`config.mk`:
```
export PLATFORM = sky130hd
export DESIGN_NAME = instr_fetch_unit
export DESIGN_NICKNAME = d
export VERILOG_FILES = /design/src/rtl/instr_fetch_unit.sv
export SDC_FILE = /design/constraint.sdc
export NUM_CORES = 1
export LEC_CHECK = 0
export CAP_MARGIN = 20
export CORE_AREA = 2 2 80 75
export CTS_BUF_LIST = sky130_fd_sc_hd__clkbuf_4 sky130_fd_sc_hd__clkbuf_8 sky130_fd_sc_hd__clkbuf_16
export CTS_CLUSTER_DIAMETER = 150
export DETAILED_ROUTE_END_ITERATION = 12
export DIE_AREA = 0 0 82 77
export SYNTH_ARGS = -nofsm -noshare
export SYNTH_HDL_FRONTEND = slang
export SYNTH_SLANG_ARGS = --single-unit
```
`constraint.sdc`:
```
create_clock -name clk -period 2.3 [get_ports clk]
set_clock_uncertainty 0.15 [all_clocks]
set_input_delay 0.69 -clock clk [delete_from_list [all_inputs] [get_ports clk]]
set_output_delay 0.69 -clock clk [all_outputs]
set_load 0.005 [all_outputs]
```
`src/rtl/instr_fetch_unit.sv`:
```
// Instruction fetch unit: owns the PC, fetches from a variable-latency instruction memory
// and presents one instruction at a time to the control unit, with stall and redirect.
module instr_fetch_unit #(
   parameter int                ADDR_W   = 8,
   parameter int                INSTR_W  = 16,
   parameter logic [ADDR_W-1:0] RESET_PC = '0,
   parameter int                PC_STEP  = 1
) (
   input  logic               clk,
   input  logic               rst_n,
   output logic               imem_req,
   output logic [ADDR_W-1:0]  imem_addr,
   input  logic [INSTR_W-1:0] imem_rdata,
   input  logic               imem_ready,
   input  logic               stall,
   input  logic               redirect_valid,
   input  logic [ADDR_W-1:0]  redirect_pc,
   output logic               instr_valid,
   output logic [INSTR_W-1:0] instr,
   output logic [3:0]         opcode,
   output logic [ADDR_W-1:0]  pc_out
);

   typedef enum logic [1:0] {IDLE, REQ, HOLD} state_t;

   state_t             state_reg, state_next;
   logic [ADDR_W-1:0]  pc_reg, pc_next;
   logic [ADDR_W-1:0]  pc_out_reg, pc_out_next;
   logic [INSTR_W-1:0] instr_reg, instr_next;
   logic               valid_reg, valid_next;

   always_ff @(posedge clk) begin
      if (!rst_n) begin
         state_reg  <= IDLE;
         pc_reg     <= RESET_PC;
         pc_out_reg <= '0;
         instr_reg  <= '0;
         valid_reg  <= 1'b0;
      end else begin
         state_reg  <= state_next;
         pc_reg     <= pc_next;
         pc_out_reg <= pc_out_next;
         instr_reg  <= instr_next;
         valid_reg  <= valid_next;
      end
   end

   always_comb begin
      state_next  = state_reg;
      pc_next     = pc_reg;
      pc_out_next = pc_out_reg;
      instr_next  = instr_reg;
      valid_next  = valid_reg;
      case (state_reg)
         IDLE: begin
            if (redirect_valid) pc_next = redirect_pc;
            state_next = REQ;
         end
         REQ: begin
            // Redirect wins over a response arriving in the same cycle.
            if (redirect_valid) begin
               pc_next    = redirect_pc;
               valid_next = 1'b0;
            end else if (imem_ready) begin
               instr_next  = imem_rdata;
               pc_out_next = pc_reg;
               valid_next  = 1'b1;
               pc_next     = pc_reg + ADDR_W'(PC_STEP);
               state_next  = HOLD;
            end
         end
         HOLD: begin
            if (redirect_valid) begin
               pc_next    = redirect_pc;
               valid_next = 1'b0;
               state_next = REQ;
            end else if (!stall) begin
               valid_next = 1'b0;
               state_next = REQ;
            end
         end
         default: state_next = IDLE;
      endcase
   end

   assign imem_req    = (state_reg == REQ);
   assign imem_addr   = pc_reg;
   assign instr_valid = valid_reg;
   assign instr       = instr_reg;
   assign opcode      = instr_reg[INSTR_W-1 -: 4];
   assign pc_out      = pc_out_reg;

endmodule
```
==> results.md <==
- Largest net degree at the start of global routing: 25
- Fin. max-slew vios: 0
- Total Power: 2085 uW
- CTS root buf: clkbuf_8
- Antenna diode count: 0
- Final critical-path setup slack: 71.08 ps
- Hold Fails Final Rpt: 0
- Post-route ant nets: 0
- Clock buffer depth: 2
- DP HPWL: 3062 microns
- Initial antenna violation count: 0
- Largest area contributor in the netlist: dfxtp_1
- Routed WL per cell: 12.48 microns
- Number of synthesized flops with an enable pin: 0
- Final setup vio count: 0
- Core area: 0.005465 sq mm
- Final wirelength: 4254 microns
- Clock Latency Late Sink: 280 ps
- Footprint of the multi-input gates: 783.3 sq um
- CTS tree: yes
- Finished Cell Area: 0.002504 sq mm
- Hold Crit Class: reg -> reg
- FF/Latch Area: 701.9 sq um
- Vias in the first global route: 1457
- Postcts setup bufs: 0
- Placed Instance Area: 0.002396 sq mm
- Drt pass-1 iters: 4
- Row cnt: 26
- Top cells by area, synth: dfxtp_1 44%, nand2_1 12%, a21oi_1 9.4%
- Fillers: 551
- Crit. End Element: output pin
- FF+latch count, synth: 35
- Setup TNS: 0 ps
- Starting DRT DRC Count: 102
- Fraction of layout cells with a size suffix above 1: 11.07%
- Tcrit/Tclk final: 96.91%
- Fmax: 0.4486 GHz
- Syn Std Cell Area: 0.001600 sq mm
- DIE AREA: 0.006314 sq mm
- Crit Path Class: reg -> out
- Maximum vdd ir drop: 0.0004905 V
- Clk sinks: 35
- Slew Limit Headroom: 74.35%
- Synth async-reset ratio: 0%
- IO Pins: 67
- Synth top area share: 43.78%
- Cts hold-fix bufs: 0
- Die Span Y: 77 microns
- Pwr/cell area: 832.9 mW/mm^2
- CTS H-tree lvls: 2
- Syn Area/Cell: 7.962 sq um
- Placer Congestion: 0.8589
- GRT Overall Usage: 13.97%
- Synthesized net count: 236
- Area Overhead vs Synth: 56.45%
- Max_cap viols: 0
- Routed vias/inst: 4.736
- Worst Tran Pin Value: 384.8 ps
- Via Count: 1615
- Shortest period the worst path allows: 2229 ps
- Post-synth top flop: dfxtp_1
- Crit path max fanout: 5
- Register area share after synthesis: 43.78%
- Netlist cell types: 33
- Crit path required time: 1460 ps
- Most common cell after layout, fill and taps aside: clkdlybuf4s50_1
- Startpoint class of the critical path: flip-flop
- Status: completed
- Leak: 0.0009367 uW
- Initial Utilization: 29.28%
- Commonest cells after routing, fill and taps aside: 65 x clkdlybuf4s50_1, 51 x nand2_1, 34 x dfxtp_1
- Largest register FFs: 16
- Grt total ovfl: 0
- Nets: 306
- Die width: 82 microns
- Synthesized instance count: 201
- Place WS: -181.1 ps
- Yosys Warn Count: 0
- Drt drc: 0
- First-pass GRT wire length: 6934 microns
- Clock-pin slew on the worst setup and hold paths: 70 ps
- CTS Buf Count: 5
- Min Hold Slack: 304.0 ps
- Unrepaired setup endpoints after global routing: no
- IO Port Bufs: 66
- Critical Path AT: 1390 ps
## where the power goes
part	internal (uW)	total [uW]	switching (uW)	leakage [uW]
registers	705	806	102	0.000286
clock network	235	455	220	0.0000470
logic	459	824	365	0.000604
total	1400	2090	686	0.000937
## cell usage after synthesis, types with 2 or more instances
master / number
inv_1: 10
nand3b_1: 2
nand2_1: 51
nand3_1: 2
a31oi_1: 3
a21oi_1: 30
o31ai_1: 3
o21ai_0: 5
dfxtp_1: 35
ha_1: 6
buf_6: 2
a32oi_1: 3
clkbuf_1: 10
buf_4: 4
and3_1: 3
nand2b_1: 2
nor2_1: 6
o221a_2: 2
o211ai_1: 2
a211o_1: 2
nand4_1: 2
nor3_1: 5
## worst max-delay path, cell delays in order, from the launching register on
cell and delay [ps]:
dfxtp_1 350, inv_2 100, ha_4 150, clkdlybuf4s50_1 500
## worst paths after layout
path                                                 from                   endpoint  slack (ps)  cells after the start
worst min-delay path                instr[0]$_SDFFE_PN0P_      instr[0]$_SDFFE_PN0P_         300                      2
worst min register to register      instr[0]$_SDFFE_PN0P_      instr[0]$_SDFFE_PN0P_         300                      2
worst max register to register  state_reg[0]$_SDFFE_PN0P_  imem_addr[5]$_SDFFE_PN0P_         270                      6
worst max-delay path            state_reg[1]$_SDFFE_PN0P_                   imem_req          70                      3
## area by class of cell
cell class	instances	area share, %
well taps	70	3.498
repair buffers	80	32.18
clock inverters	1	0.1999
multi-input cells	139	31.28
clock buffers	6	3.298
flip-flops and latches	35	28.04
inverters	10	1.499
## metal layers
metal  global-route usage [%]  wire length (microns)  vias up  share of wire (%)
li1                         -                      -      826                  -
met1                    19.09                   1963      725                 46
met2                    21.71                   1924       59                 45
met3                    4.000                    336        5                7.9
met4                    3.000                     29        0               0.68
met5                        0                      0        -                  0
## stage by stage
stage	util, %	std cells
2_1_floorplan	-	201
3_3_place_gp	43.84	334
3_5_place_dp	43.84	334
4_1_cts	45.67	341
5_1_grt	45.81	341
6_report	45.81	341
## cells by family after synthesis
| family | after synthesis | synth area share [%] |
|---|---|---|
| simple gates | 77 | 21.34 |
| compound gates | 55 | 21.27 |
| flops | 35 | 43.78 |
| buf+inv | 27 | 8.288 |
| fa+ha+maj | 6 | 4.691 |
| mux | 1 | 0.6255 |
## timing repair
item	CTS	global route
endpoints found under the setup margin	1	2
gates cloned	0	0
resized for setup	2	4
pin swaps	0	0
Power figures use the tool's default switching activity.
